$ cat src/rtl/compfull_serial_if.sv
// Handshake and operand/result bundle for the bit-serial comparator.
interface compfull_serial_if #(
    parameter int WIDTH = 8
);
    logic             start;
    logic [WIDTH-1:0] a;
    logic [WIDTH-1:0] b;
    logic             busy;
    logic             done;
    logic             a_eq_b;
    logic             a_lt_b;
    logic             a_gt_b;

    modport master (
        output start, a, b,
        input  busy, done, a_eq_b, a_lt_b, a_gt_b
    );

    modport slave (
        input  start, a, b,
        output busy, done, a_eq_b, a_lt_b, a_gt_b
    );
endinterface

$ cat src/rtl/compfull_serial.sv
// Bit-serial MSB-first magnitude comparator with start/busy/done handshake.
// Define CMP_SIGNED_EN to treat operands as two's complement.
module compfull_serial #(
    parameter int WIDTH = 8
) (
    input  logic               clk,
    input  logic               rst,
    compfull_serial_if.slave   bus
);
    localparam int CNT_W = (WIDTH > 1) ? $clog2(WIDTH) : 1;

    typedef enum logic [1:0] {IDLE, RUN, DONE} state_e;

    state_e             state_q, state_d;
    logic [WIDTH-1:0]   a_q, a_d;
    logic [WIDTH-1:0]   b_q, b_d;
    logic [CNT_W-1:0]   idx_q, idx_d;
    logic               eq_q, eq_d;
    logic               lt_q, lt_d;
    logic               gt_q, gt_d;
    logic               bit_a;
    logic               bit_b;

    always_ff @(posedge clk) begin
        if (rst) begin
            state_q <= IDLE;
            a_q     <= '0;
            b_q     <= '0;
            idx_q   <= '0;
            eq_q    <= 1'b0;
            lt_q    <= 1'b0;
            gt_q    <= 1'b0;
        end else begin
            state_q <= state_d;
            a_q     <= a_d;
            b_q     <= b_d;
            idx_q   <= idx_d;
            eq_q    <= eq_d;
            lt_q    <= lt_d;
            gt_q    <= gt_d;
        end
    end

    always_comb begin
        state_d = state_q;
        a_d     = a_q;
        b_d     = b_q;
        idx_d   = idx_q;
        eq_d    = eq_q;
        lt_d    = lt_q;
        gt_d    = gt_q;
        bit_a   = a_q[idx_q];
        bit_b   = b_q[idx_q];

        case (state_q)
            IDLE, DONE: begin
                // DONE accepts a new request too, giving gap-free back-to-back use
                if (bus.start) begin
                    a_d     = bus.a;
                    b_d     = bus.b;
                    idx_d   = CNT_W'(WIDTH - 1);
                    eq_d    = 1'b0;
                    lt_d    = 1'b0;
                    gt_d    = 1'b0;
                    state_d = RUN;
                end else begin
                    state_d = IDLE;
                end
            end
            RUN: begin
                if (bit_a != bit_b) begin
`ifdef CMP_SIGNED_EN
                    // A set sign bit means the operand is the smaller one
                    if (idx_q == CNT_W'(WIDTH - 1)) begin
                        gt_d = bit_b;
                        lt_d = bit_a;
                    end else begin
                        gt_d = bit_a;
                        lt_d = bit_b;
                    end
`else
                    gt_d = bit_a;
                    lt_d = bit_b;
`endif
                    state_d = DONE;
                end else if (idx_q == '0) begin
                    eq_d    = 1'b1;
                    state_d = DONE;
                end else begin
                    idx_d = idx_q - 1'b1;
                end
            end
            default: state_d = IDLE;
        endcase
    end

    assign bus.busy   = (state_q == RUN);
    assign bus.done   = (state_q == DONE);
    assign bus.a_eq_b = eq_q;
    assign bus.a_lt_b = lt_q;
    assign bus.a_gt_b = gt_q;
endmodule

$ cat src/flat_wrapper.sv
// flat-port wrapper written by rule: the top's interface ports become plain ports
module compfull_serial_flat 
#(
    parameter int WIDTH = 8
)
  (clk, rst, bus_start, bus_a, bus_b, bus_busy, bus_done, bus_a_eq_b, bus_a_lt_b, bus_a_gt_b);
  compfull_serial_if #(.WIDTH(WIDTH)) bus_i ();
  input  logic clk;
  input  logic rst;
  input wire logic [$bits(bus_i.start)-1:0] bus_start;
  input wire logic [$bits(bus_i.a)-1:0] bus_a;
  input wire logic [$bits(bus_i.b)-1:0] bus_b;
  output wire logic [$bits(bus_i.busy)-1:0] bus_busy;
  output wire logic [$bits(bus_i.done)-1:0] bus_done;
  output wire logic [$bits(bus_i.a_eq_b)-1:0] bus_a_eq_b;
  output wire logic [$bits(bus_i.a_lt_b)-1:0] bus_a_lt_b;
  output wire logic [$bits(bus_i.a_gt_b)-1:0] bus_a_gt_b;
  assign bus_i.start = bus_start;
  assign bus_i.a = bus_a;
  assign bus_i.b = bus_b;
  assign bus_busy = bus_i.busy;
  assign bus_done = bus_i.done;
  assign bus_a_eq_b = bus_i.a_eq_b;
  assign bus_a_lt_b = bus_i.a_lt_b;
  assign bus_a_gt_b = bus_i.a_gt_b;
  compfull_serial #(.WIDTH(WIDTH)) u_core (.clk(clk), .rst(rst), .bus(bus_i));
endmodule
$ cat config.mk
export PLATFORM = sky130hd
export DESIGN_NAME = compfull_serial_flat
export DESIGN_NICKNAME = d
export VERILOG_FILES = /design/src/rtl/compfull_serial_if.sv /design/src/rtl/compfull_serial.sv /design/src/flat_wrapper.sv
export SDC_FILE = /design/constraint.sdc
export NUM_CORES = 1
export LEC_CHECK = 0
export ABC_AREA = 1
export BUFFER_PORTS_ARGS = -buffer_cell sky130_fd_sc_hd__buf_2
export CAP_MARGIN = 40
export CORE_ASPECT_RATIO = 0.7
export CORE_MARGIN = 1.5
export CORE_UTILIZATION = 48
export CTS_BUF_LIST = sky130_fd_sc_hd__clkbuf_16
export DETAILED_ROUTE_END_ITERATION = 10
export GPL_TIMING_DRIVEN = 0
export PLACE_DENSITY = 0.73
export SYNTH_ARGS = -nofsm -noshare
export SYNTH_HDL_FRONTEND = slang
export SYNTH_SLANG_ARGS = --single-unit
$ cat constraint.sdc
create_clock -name clk -period 1.3 [get_ports clk]
set_clock_uncertainty 0.15 [all_clocks]
set_input_delay 0.13 -clock clk [delete_from_list [all_inputs] [get_ports clk]]
set_output_delay 0.13 -clock clk [all_outputs]
set_load 0.01 [all_outputs]
After elaboration in Yosys (flattened, before gate mapping)
Cells that the tools add are included. Widths: inputs -> output; s select.

Register bits: 24. Output and inout bits: 5. Logic and storage cells: 46.

Add/sub/neg operators: 1. Order comparisons: 1. Equal/unequal tests: 9. Mux-type cells: 20. Reductions and logical operators: 8.

Operators by type and width (count): $mux 3 (3); $mux 1 (8); $reduce_and 4->1 (2); $bmux 1 s3 (2); $ne 2x2->1 const B (3); $pmux 1 s2 (3); $pmux 3 s2 (1); $lt 3x4->1 const B (1); $mux 2 (2); $ne 2x1->1 const B (2); $pmux 2 s2 (1); $logic_not 3->1 (1); $ne 3x1->1 const B (1); $reduce_and 3->1 (1); $sub 3x1->3 const B (1); $eq 2x1->1 const B (1); $eq 2x2->1 const B (1); $logic_not 2->1 (1); $reduce_and 2->1 (1); $reduce_bool 2->1 (1); $reduce_or 2->1 (1); $ne 1x1->1 (1).

Longest topological paths before layout
Depth in word-level cells: 5. Mapped depth: 12. Depth with buffers taken out: 12.

Worst setup path after synthesis
Ideal clock, no wire load.

Path kind: reg-to-reg. Start: register u_core.idx_q[0]. End: register u_core.idx_q[2]. Library setup time: 113 ps. Arrival: 1152 ps. Setup slack: -115 ps. Stages on the path, launching flop included: 13. Path through: dfxtp_1 -> buf_6 -> nand2_1 -> nand3_1 -> nand2_1 -> nand2_1 -> nand2_2 -> nand2_2 -> nand2_2 -> nand3_2 -> nand2_2 -> nor2_1 -> nor2_1.

Longest elaborated chain between the ends: 5. Elaborated cells between the ends (all ways): 13.

RTL lines: start, declared (line compfull_serial.sv:17) `logic [CNT_W-1:0] idx_q, idx_d;`; start signal, assigned (line compfull_serial.sv:37) `idx_q <= idx_d;`; $bmux 1 s3, on equally long branches (line compfull_serial.sv:52, compfull_serial.sv:53); $mux 1, on equally long branches (line compfull_serial.sv:52, compfull_serial.sv:53); $ne 1x1->1 (line compfull_serial.sv:71) `if (bit_a != bit_b) begin`; $ne 2x2->1 (no source line); $reduce_and 4->1 (no source line).

Parallel ways exist; a longest one is shown, timed or not. The select of a mux whose other input is x is not followed. A chain may end at the register's enable or synchronous reset.

Worst setup path after layout
Start: register u_core.idx_q[0]. End: register u_core.gt_q (netlist: u_core.bus.a_gt_b).

Longest elaborated chain between the ends: 5. Elaborated cells between the ends (all ways): 9.

RTL lines: $bmux 1 s3, on equally long branches (line compfull_serial.sv:52, compfull_serial.sv:53); $mux 1, on equally long branches (line compfull_serial.sv:52, compfull_serial.sv:53); $ne 1x1->1 (line compfull_serial.sv:71); $ne 2x1->1 (no source line); $reduce_and 3->1 (no source line); end signal, assigned (line compfull_serial.sv:40) `gt_q <= gt_d;`; end, declared (line compfull_serial.sv:20) `logic gt_q, gt_d;`.

Parallel ways exist; a longest one is shown, timed or not. The select of a mux whose other input is x is not followed.

==> impl_metrics.tcl <==
set metrics [dict create \
    totalWireLength_um 3580 \
    core-area_sq_mm 0.00222 \
    setup_viol 8 \
    cp.arrival_ns 1.63 \
    grt_max_degree 13 \
    hold_slack_ns -0.0149 \
    synth_xor_xnor_area_share_pct 0 \
    synth_common_cells "nand2_1, dfxtp_1, a21oi_1" \
    fin_nets 228 \
    yosysMostFrequentCell "nand2_1" \
    ys_ff_latch 24 \
    synthTopCellsByArea "dfxtp_1, nand2_1, a21oi_1" \
    holdCritPathClass "input port to register" \
    criticalPathCategory "register to register" \
    gr-total-overflow 0 \
    wl_per_cell_um 15.1 \
    final_core_util_pct 74.7 \
    synth.top_cell.area_share_pct 40.8 \
    synthSimpleGateAreaFrac_pct 27.4 \
    async_reset_ff_share_pct 0 \
    max-cap-violations 0 \
    ant_nets 0 \
    synth_compound_area_share_pct 18.3 \
    synth_edf_count 0 \
    drv_slew 0 \
    viasPerCell 5.49 \
    die-area_sq_mm 0.00276 \
    synth_mux_area_share_pct 0 \
    initial_utilization_pct 52.9 \
    clock_path_buffers 2 \
    synth.largest_area_cell "dfxtp_1" \
    relSlewSlack_pct 72.5 \
    fin_ws_ns -0.333 \
    syn-num-nets 189 \
    drtIter0Drc 50 \
    crit_path_end_kind "register" \
    tightestPinTransition_ns 0.413 \
    startpoint "u_core.idx_q[0]$_SDFFE_PP0P_" \
    cts.htree.levels 1 \
    clkTransAtPathRegs_ns 0.06 \
    insertion_delay_ns 0.26 \
    antenna_found_initial 0 \
    fmax_mhz 613 \
    cp_data_required_time_ns 1.30 \
    grt_first_pass_wirelength_um 5030 \
    synthCells 168 \
    gp_congestion 0.881 \
    seq_area_frac_synth_pct 40.8 \
    area_growth_syn_to_layout_pct 41.1 \
    r2r-start "u_core.idx_q[0]$_SDFFE_PP0P_" \
    hpwl_um 2080 \
    cts_root_buf "clkbuf_16" \
    synth_area_sq_mm 0.00118 \
    first_global_vias 1122 \
    rsz0062_at_grt "true" \
    syn_area_per_cell_sq_um 7.01 \
    io_buffers 23 \
    io_pins 24 \
    path_max_fanout 10 \
    violations "hold timing, setup timing" \
    status "finished, violations left" \
    fin_crit_ns 1.63 \
    hold_violations 2 \
    row_count 14 \
    power.leakage_nw 0.781 \
    synthAdderAreaFrac_pct 2.13 \
    grt_usage_pct 24.3 \
    vdd_ir_drop_max_uv 871 \
    finalCritPeriodShare_pct 126 \
    n_antenna_cell 0 \
    yosys_most_used_dff "dfxtp_1" \
    numCtsBuffers 3 \
    die-height_um 44.4 \
    synth_cell_types 20 \
    synth_top_family_by_area "simple AND/OR/NAND/NOR gates" \
    fill_cells 159 \
    min_from "bus_b[5]" \
    drtPass1Iterations 4 \
    cts_tree "done" \
    layout-drive-gt1-share_pct 42.4 \
    drcViolationCount 0 \
    yosysWarnings 0 \
    p_per_area_mw_per_mm2 1360 \
    cts.sinks 24 \
    num_vias 1300 \
    die_w_um 62.2 \
    cp-start-kind "register" \
    dp_cells 223 \
    final_cells 237 \
]
-- area by class of cell --
class                      count  area [sq um]  share of cell area [%]
clock buffer                   3          75.1                    4.52
sequential                    24           489                    29.4
buffer                         8          66.3                    3.99
multi-input combinational    112           689                    41.5
timing repair buffer          34           204                    12.3
inverter                      24          97.6                    5.87
tap                           32          40.0                    2.41
-- worst max-delay path, cell delays in order (launching register included) --
cell and delay (ns):
dfxtp_4 0.39, inv_6 0.06, nand2_1 0.09, nand3_2 0.10, nand2_1 0.10, nand2_1 0.07
nand2_2 0.11, nand2_4 0.08, nand3_4 0.10, nand2_2 0.07, o21ai_2 0.14, nor2_1 0.06
-- per-layer routing --
layer / GRT usage (%) / share of wire [%] / vias up
met2: 41.7 / 51 / 48
met1: 30.2 / 41 / 624
met3: 6.87 / 6.8 / 6
met5: 0 / 0 / -
li1: - / - / 622
met4: 8.89 / 1.1 / 0
-- power by group --
group	switching [mW]	internal [mW]	total (mW)
clock network	0.251	0.407	0.658
logic	0.443	0.296	0.739
registers	0.0518	0.809	0.861
total	0.746	1.51	2.26
-- cell usage in the layout (no fill, tap or decap), drive strengths merged --
master,Yosys,layout
nand2,39,39
buf,5,39
dfxtp,24,24
inv,24,24
a21oi,20,20
o21ai,20,20
nand3,15,15
nor2,10,10
clkbuf,3,5
nand4,4,4
a22oi,2,2
ha,2,2
dlygate4sd3,0,1
-- stage by stage --
step	hold slack [ns]	setup TNS [ns]	instance area [sq um]	setup slack, ns	power, mW
2_1_floorplan	0.0491	-0.444	1180	-0.0874	1.22
3_3_place_gp	0.171	-2.26	1340	-0.265	1.33
3_5_place_dp	0.168	-3.22	1340	-0.346	1.35
4_1_cts	0.00785	-1.58	1540	-0.255	2.09
5_1_grt	0.0165	-3.20	1660	-0.445	2.36
6_report	-0.0149	-2.27	1660	-0.333	2.26
-- kinds of logic after synthesis --
kind of cell               after synthesis
DFF                                     24
buffers and inverters                   32
and+or+nand+nor                         68
adders and majority gates                2
AOI/OAI and AO/OA                       42
-- path summary, 6_finish.rpt --
| kind | depth (start not counted) | slack [ns] | endpoint |
|---|---|---|---|
| worst min-delay path | 3 | -0.01 | u_core.b_q[5]$_SDFFE_PP0P_ |
| worst min register to register | 2 | 0.29 | u_core.bus.a_eq_b$_SDFFE_PP0P_ |
| worst max register to register | 11 | -0.33 | u_core.bus.a_gt_b$_SDFFE_PP0P_ |
| worst max-delay path | 11 | -0.33 | u_core.bus.a_gt_b$_SDFFE_PP0P_ |
-- registers in the layout, indices dropped and copies added (netlist names) --
signal and count:
u_core.a_q 8, u_core.state_q 2, u_core.bus.a_gt_b 1, u_core.bus.a_lt_b 1, u_core.bus.a_eq_b 1, u_core.b_q 8, u_core.idx_q 3
-- repair_timing --
item,CTS,global route
endpoints found under the hold margin,2,0
pin swaps,13,19
gates resized for setup,27,30
hold buffers,1,0
buffers inserted,4,5
setup endpoints to repair,25,21
cloned,1,0
No activity file was read; power rests on OpenSTA's default activity.
